File: config.mk
export PLATFORM = sky130hd
export DESIGN_NAME = bcd_serial_add_ctrl
export DESIGN_NICKNAME = d
export VERILOG_FILES = /design/src/rtl/bcd_serial_add_ctrl.sv
export SDC_FILE = /design/constraint.sdc
export NUM_CORES = 1
export LEC_CHECK = 0
export ABC_CLOCK_PERIOD_IN_PS = 5340
export BUFFER_PORTS_ARGS = -buffer_cell sky130_fd_sc_hd__buf_4
export CAP_MARGIN = 30
export CORE_ASPECT_RATIO = 0.5
export CORE_MARGIN = 2
export CORE_UTILIZATION = 54
export CTS_CLUSTER_DIAMETER = 30
export CTS_CLUSTER_SIZE = 25
export DETAILED_ROUTE_END_ITERATION = 8
export GPL_TIMING_DRIVEN = 1
export HOLD_SLACK_MARGIN = 0.12
export MAX_ROUTING_LAYER = met4
export PLACE_DENSITY = 0.8
export SLEW_MARGIN = 10
export SYNTH_ARGS = -nofsm -noshare
export SYNTH_HDL_FRONTEND = slang
export SYNTH_SLANG_ARGS = --single-unit
File: constraint.sdc
create_clock -name clk -period 5.34 [get_ports clk]
set_clock_uncertainty 0.1 [all_clocks]
set_input_delay 0.267 -clock clk [delete_from_list [all_inputs] [get_ports clk]]
set_output_delay 0.267 -clock clk [all_outputs]
set_load 0.03 [all_outputs]
File: src/rtl/bcd_serial_add_ctrl.sv
// ---------------------------------------------------------------------------
// bcd_serial_add_ctrl
//
// Multi-digit packed-BCD adder built around one single-digit BCD add stage.
// On an accepted start the operands and carry-in are captured and then walked
// least-significant digit first, one digit per clock, with the decimal carry
// rippling through a register. Completion is reported with a one-cycle done
// pulse; busy is high for the whole operation.
//
// Ports
//   clk    : rising-edge clock
//   rst_n  : asynchronous active-low reset
//   start  : operation request, sampled only while idle
//   a, b   : packed-BCD operands, digit i in bits [4i+3:4i]
//   cin    : decimal carry into digit 0
//   busy   : high whenever an operation is in progress (RUN or DONE)
//   done   : one-cycle completion pulse
//   sum    : packed-BCD result, valid from done until the next accepted start
//   cout   : decimal carry out of the top digit
//   err    : an operand digit was greater than 9 at capture
//
// All outputs come straight from flops.
// ---------------------------------------------------------------------------
module bcd_serial_add_ctrl #(
    parameter int DIGITS = 4
) (
    input  logic                  clk,
    input  logic                  rst_n,
    input  logic                  start,
    input  logic [4*DIGITS-1:0]   a,
    input  logic [4*DIGITS-1:0]   b,
    input  logic                  cin,
    output logic                  busy,
    output logic                  done,
    output logic [4*DIGITS-1:0]   sum,
    output logic                  cout,
    output logic                  err
);

    // Digit index width; a one-digit adder still gets a 1-bit index.
    localparam int IDX_W = (DIGITS > 1) ? $clog2(DIGITS) : 1;
    localparam logic [IDX_W-1:0] LAST_IDX = IDX_W'(DIGITS - 1);

    typedef enum logic [1:0] {
        ST_IDLE = 2'd0,
        ST_RUN  = 2'd1,
        ST_DONE = 2'd2
    } state_t;

    // True when any 4-bit digit of the packed vector is outside 0..9.
    function automatic logic has_bad_digit(input logic [4*DIGITS-1:0] v);
        logic bad;
        bad = 1'b0;
        for (int i = 0; i < DIGITS; i++) begin
            bad = bad | (v[4*i +: 4] > 4'd9);
        end
        return bad;
    endfunction

    // Single-digit BCD add: returns {carry_out, digit}. A binary total above 9
    // is corrected by adding 6, which wraps the low nibble into 0..9.
    function automatic logic [4:0] bcd_digit_add(
        input logic [3:0] ad,
        input logic [3:0] bd,
        input logic       c
    );
        logic [4:0] t;
        logic [4:0] t_adj;
        logic [4:0] res;
        t     = {1'b0, ad} + {1'b0, bd} + {4'b0000, c};
        t_adj = t + 5'd6;
        if (t > 5'd9) begin
            res = {1'b1, t_adj[3:0]};
        end else begin
            res = {1'b0, t[3:0]};
        end
        return res;
    endfunction

    state_t                 state_q,  state_d;
    logic [4*DIGITS-1:0]    a_q,      a_d;
    logic [4*DIGITS-1:0]    b_q,      b_d;
    logic                   carry_q,  carry_d;
    logic [IDX_W-1:0]       idx_q,    idx_d;
    logic [4*DIGITS-1:0]    sum_q,    sum_d;
    logic                   cout_q,   cout_d;
    logic                   err_q,    err_d;
    logic                   busy_q,   busy_d;
    logic                   done_q,   done_d;

    logic [3:0]             a_dig_s;
    logic [3:0]             b_dig_s;
    logic [4:0]             add_s;

    // Select the current digit of each captured operand and add it.
    always_comb begin
        a_dig_s = 4'd0;
        b_dig_s = 4'd0;
        for (int i = 0; i < DIGITS; i++) begin
            a_dig_s = (idx_q == IDX_W'(i)) ? a_q[4*i +: 4] : a_dig_s;
            b_dig_s = (idx_q == IDX_W'(i)) ? b_q[4*i +: 4] : b_dig_s;
        end
        add_s = bcd_digit_add(a_dig_s, b_dig_s, carry_q);
    end

    // Next-state and next-output logic for the digit sequencer.
    always_comb begin
        state_d = state_q;
        a_d     = a_q;
        b_d     = b_q;
        carry_d = carry_q;
        idx_d   = idx_q;
        sum_d   = sum_q;
        cout_d  = cout_q;
        err_d   = err_q;

        case (state_q)
            ST_IDLE: begin
                if (start) begin
                    a_d     = a;
                    b_d     = b;
                    carry_d = cin;
                    idx_d   = '0;
                    sum_d   = '0;
                    cout_d  = 1'b0;
                    // Illegal digits skip the walk entirely and report at once.
                    if (has_bad_digit(a) || has_bad_digit(b)) begin
                        err_d   = 1'b1;
                        state_d = ST_DONE;
                    end else begin
                        err_d   = 1'b0;
                        state_d = ST_RUN;
                    end
                end else begin
                    state_d = ST_IDLE;
                end
            end
            ST_RUN: begin
                for (int i = 0; i < DIGITS; i++) begin
                    sum_d[4*i +: 4] = (idx_q == IDX_W'(i)) ? add_s[3:0] : sum_q[4*i +: 4];
                end
                carry_d = add_s[4];
                if (idx_q == LAST_IDX) begin
                    cout_d  = add_s[4];
                    state_d = ST_DONE;
                end else begin
                    idx_d   = idx_q + IDX_W'(1);
                    state_d = ST_RUN;
                end
            end
            ST_DONE: begin
                state_d = ST_IDLE;
            end
            default: begin
                state_d = ST_IDLE;
            end
        endcase

        // Handshake outputs are registered copies of the upcoming state.
        busy_d = (state_d != ST_IDLE);
        done_d = (state_d == ST_DONE);
    end

    // State and datapath registers; reset clears everything immediately.
    always_ff @(posedge clk or negedge rst_n) begin
        if (!rst_n) begin
            state_q <= ST_IDLE;
            a_q     <= '0;
            b_q     <= '0;
            carry_q <= 1'b0;
            idx_q   <= '0;
            sum_q   <= '0;
            cout_q  <= 1'b0;
            err_q   <= 1'b0;
            busy_q  <= 1'b0;
            done_q  <= 1'b0;
        end else begin
            state_q <= state_d;
            a_q     <= a_d;
            b_q     <= b_d;
            carry_q <= carry_d;
            idx_q   <= idx_d;
            sum_q   <= sum_d;
            cout_q  <= cout_d;
            err_q   <= err_d;
            busy_q  <= busy_d;
            done_q  <= done_d;
        end
    end

    assign busy = busy_q;
    assign done = done_q;
    assign sum  = sum_q;
    assign cout = cout_q;
    assign err  = err_q;

endmodule

-- Word level (Yosys, flattened, before mapping)
Index checks and enable logic that the tools add are counted.
- register bits: 57
- logic and storage cells: 83
- $add $sub $neg: 4
- bitwise logic cells: 6
- multiplexer cells: 28
- equal/unequal tests: 11
- reduce and logical (&&, ||, !) cells: 12
- magnitude comparators: 9
- operators with widths (cell ; count):
    2-to-1 mux 4 bit ; 12
    > comparator 4 bit (second input constant) ; 8
    one-hot mux 16 bit (2 select lines) ; 1
    2-to-1 mux 16 bit ; 1
    AND reduction 3 bit ; 5
    != test 2 bit (second input constant) ; 6
    2-to-1 mux 2 bit ; 5
    one-hot mux 2 bit (2 select lines) ; 2
    equality test 2 bit (second input constant) ; 3
    OR 1 bit ; 6
    adder 4 x 4 -> 5 bit ; 1
    adder 5 x 1 -> 5 bit ; 1
    > comparator 5 x 4 -> 1 bit (second input constant) ; 1
    2-to-1 mux 5 bit ; 1
    adder 4 x 3 -> 4 bit (second input constant) ; 1
    equality test 2 x 1 -> 1 bit (second input constant) ; 2
    logical NOT 2 bit ; 2
    2-to-1 mux 1 bit ; 4
    one-hot mux 1 bit (2 select lines) ; 2
    AND reduction 2 bit ; 2
    nonzero test 2 bit ; 2
    adder 2 x 1 -> 2 bit (second input constant) ; 1
    logical OR 1 bit ; 1

-- Logic depth before layout (Yosys ltp)
- depth in word-level cells: 11
- depth in mapped cells: 18
- depth with buffers taken out: 17

-- Worst setup path after synthesis
No wires, ideal clock.
- path kind: register to register
- start point: register idx_q[0]
- end point: register sum_q[14], in the netlist sum[14]
- cell stages (with the launch flop): 18
- setup time: 0.122 ns
- arrival: 3.534 ns
- slack: 1.585 ns
- period minus slack after synthesis: 3.755 ns
- path buffers: 2
- data required time: 5.118 ns
- path through: dfrtp_1 -> inv_1 -> ha_1 -> clkbuf_1 -> clkbuf_1 -> a21oi_1 -> nor2_1 -> a21oi_1 -> fa_1 -> inv_1 -> fa_1 -> inv_1 -> ha_1 -> nand2b_1 -> a22o_1 -> o31a_1 -> nand2b_4 -> a32o_1
- cells in the longest elaborated chain, start to end: 11
- elaborated cells between the ends (all ways): 21
- RTL lines (element ; line ; text):
    from (decl) ; 84 ; logic [IDX_W-1:0] idx_q, idx_d;
    from (signal assigned) ; 182 ; idx_q <= idx_d;
    logical NOT 2 bit ; 100, 101 ;
    2-to-1 mux 4 bit, on equally long branches (4 in a row) ; 100, 101 ;
    adder 4 x 4 -> 5 bit ; 70 ; t = {1'b0, ad} + {1'b0, bd} + {4'b0000, c};
    adder 5 x 1 -> 5 bit ; 70 ;
    adder 4 x 3 -> 4 bit or > comparator 5 x 4 -> 1 bit (tied branches) ; 71, 72 ;
    2-to-1 mux 5 bit ; 72 ; if (t > 5'd9) begin
    2-to-1 mux 4 bit ; 140 ; sum_d[4*i +: 4] = (idx_q == IDX_W'(i)) ? add_s[3:0] : sum_q[4*i +: 4];
    one-hot mux 16 bit (2 select lines) ; 117 ; case (state_q)
    to (signal assigned) ; 183 ; sum_q <= sum_d;
    to (decl) ; 85 ; logic [4*DIGITS-1:0] sum_q, sum_d;
Several ways; a longest one is shown, not always the timed one. The select of a mux whose other input is x is not followed.
A chain may end at the register's enable or synchronous reset.

-- Worst setup path in the final report
- start point: register idx_q[1]
- end point: register sum_q[14], in the netlist sum[14]
Same word-level chain as after synthesis.

==> reports/metrics.csv <==
metric,value,unit
grt_pass1_wl,11100,um
switching_share,0.314,
grt-ovfl-total,0,
antenna_found_initial,0,
clockRootBuffer,clkbuf_8,
grt_pass1_vias,2241,
drive_gt1_frac,0.336,
wl_per_cell,16.7,um
cts_tree,built,
drt_iter0_drc,130,
port_buffers,55,
htreeDepth,3,
finalSetupViolations,0,
critPathArrivalTime,4.35,ns
p_switching,0.473,mW
std_cell_rows,18,
nets,381,
synth_area_leader_cell,dfrtp_1,
worst-path-buf-inv,2,
syn_nets,289,
crit_top_cell,a21oi_1,
synth.distinct_cells,31,
vias,2253,
viasPerCell,5.51,
cts_sinks,57,
clkLatencyLatePin,0.35,ns
maxCapViolations,0,
ctsLongestPathBuffers,2,
leakagePower,1.75,nW
start_util,0.560,
hold_violations,0,
ys_seq_area_frac,0.517,
grt_util_all_layers,0.274,
synth_ff_type,dfrtp_1,
slowest_stage,ha_1,
ys_ff_latch,57,
status,"finished, final reports clean",
internal_power,1.03,mW
cts_made_buffers,9,
drtPass1Iterations,4,
maxSlewHeadroom,0.529,
rsz0062_at_grt,no,
die-area,5730,sq um
setup.worst_path.class,flop to flop,
synth_edf_count,0,
synthCells,242,
cp_max_fo,15,
power_frac_clock,0.331,
synth_top_area_frac,0.517,
routed_wl,6820,um
ys_async_sr_fraction,1.00,
die_w,105,um
place_area,3240,sq um
core-area,4930,sq um
yosys_warnings,0,
yosys-top-cells-area,"dfrtp_1 52%, mux2_2 15%, ha_1 4.1%, o21ai_0 4.0%, a21oi_1 2.9%",
peakVddDrop,0.214,mV
hpwl,4250,um
grt_max_degree,58,
tightest_slew,0.707,ns
critPathCaptureType,flop,
syn_area,2760,sq um
worstPathCellList,inv_1 > ha_1 > nand3b_1 > a21oi_1 > a21oi_1 > nor2_1 > a21oi_1 > fa_1 > inv_1 > fa_1 > xnor2_1 > ha_1 > nand2b_1 > a22o_1 > o31a_1 > nand2b_4 > a32o_1,
drv_slew,0,
clkSlewWorstSetupHoldPaths,0.06,ns
final_core_util,0.775,
postRouteAntennaNets,0,
powerDensity,394,nW/um^2
die_h,54.6,um
drc,0,
cp_slowest_stage_delay,0.50,ns
finalCritPeriodShare,0.790,
io_pins,56,
crit_required,5.47,ns
setup.worst_path.start_class,flop,
period_needed,4.22,ns
p_seq_frac,0.342,
areaGrowthSynthToFinish,38.5,%
fillers,305,
antenna_cells,0,
max_freq,237,MHz
avgSynthCellArea,11.4,sq um
path_delay_family,adder cells,
fin_area,3820,sq um
place.gp.congestion,0.764,
min_path_type,input pin to flop,
power_frac_comb,0.326,
setup_tns,0,ns
cells in the mapped netlist (all sizes together) (3+ instances only):
library cell  count
nor2             17
o21ai            22
o31ai             3
dfrtp            57
ha                9
buf               4
inv               6
a21oi            16
a32o              4
clkbuf            6
nand2b            4
mux2             36
a22o              9
nand3b            5
nand2            20
a22oi             5
timing repair:
item / in CTS / in global routing
hold endpoints to repair: 90 / 0
resized for setup: 0 / 0
hold buffers: 34 / 0
buffers inserted: 0 / 0
setup endpoints to repair: 0 / 0
cell type report:
type | count | area, sq um | share of cell area
tap | 70 | 87.6 | 0.0229
timing repair buffer | 91 | 768 | 0.201
clock inverter | 5 | 103 | 0.0268
sequential | 57 | 1430 | 0.373
clock buffer | 11 | 141 | 0.0370
multi-input combinational | 169 | 1270 | 0.333
inverter | 6 | 22.5 | 0.00589
layout by cell type (no fill, tap or decap), types with 6 or more instances in the layout:
cell type / instances
ha_1: 9
buf_4: 57
inv_1: 6
dfrtp_1: 57
nor2_1: 17
a21oi_1: 16
dlygate4sd3_1: 34
nand2_1: 20
o21ai_0: 22
clkbuf_8: 10
a22o_1: 9
mux2_2: 36
cells by family (layout without fill, tap and decap cells):
| kind of cell | count (synthesis) | in the layout | synth area share |
|---|---|---|---|
| flip-flops | 57 | 57 | 0.517 |
| multiplexers | 36 | 36 | 0.147 |
| adder cells (fa/ha/maj) | 11 | 11 | 0.0553 |
| AND/OR/NAND/NOR | 56 | 56 | 0.100 |
| buffers and inverters | 16 | 113 | 0.0236 |
| AO/OA/AOI/OAI | 64 | 64 | 0.148 |
| XOR/XNOR | 2 | 2 | 0.00907 |
stage by stage:
| stage | hold WS, ns | setup slack [ns] | instances | power, mW |
|---|---|---|---|---|
| 6_report | 0.321 | 1.12 | 409 | 1.51 |
| 5_1_grt | 0.352 | 0.751 | 409 | 1.58 |
| 4_1_cts | 0.305 | 1.18 | 409 | 1.50 |
| 3_5_place_dp | 0.260 | 1.30 | 359 | 0.977 |
| 3_3_place_gp | 0.254 | 1.47 | 358 | 0.955 |
| 2_1_floorplan | -0.129 | 1.58 | 242 | 0.859 |
worst paths after layout:
check | from | to | slack, ns | depth (start not counted)
worst min register to register | sum[7] | sum[7] | 0.39 | 2
worst max register to register | idx_q[1] | sum[14] | 1.12 | 17
max in group asynchronous | rst_n | cout | 4.25 | 2
min in group asynchronous | rst_n | a_q[2] | 0.42 | 2
worst max-delay path | idx_q[1] | sum[14] | 1.12 | 17
worst min-delay path | start | busy | 0.32 | 4
power by group through the flow:
stage	sequential [mW]	combinational, mW	clock, mW
detailed placement	0.522	0.455	0
global placement	0.520	0.435	0
CTS	0.514	0.483	0.502
floorplan	0.523	0.336	0
finish	0.516	0.492	0.499
global route	0.521	0.545	0.518
worst reg2reg max path, cell delays in order (launching register included):
cell and delay, ns:
dfrtp_1 0.41, inv_1 0.10, ha_1 0.50, nand3b_1 0.18, a21oi_1 0.08, a21oi_1 0.19, nor2_1 0.06, a21oi_1 0.19
fa_1 0.21, inv_1 0.06, fa_1 0.40, xnor2_1 0.36, ha_1 0.22, nand2b_1 0.05, a22o_1 0.20, o31a_1 0.38
nand2b_4 0.19, a32o_1 0.25
registers in the layout, indices dropped and copies added, names as in the netlist:
signal   flops
err          1
b_q         16
done         1
state_q      2
cout         1
idx_q        2
a_q         16
carry_q      1
sum         16
busy         1
per-layer routing:
layer / up-vias / track usage / routed length [um]
li1: 1054 / - / -
met4: 0 / 0.160 / 219
met3: 23 / 0.0798 / 351
met1: 1106 / 0.323 / 3010
met5: - / - / 0
met2: 70 / 0.436 / 3240
No activity file was read; power rests on OpenSTA's default activity.
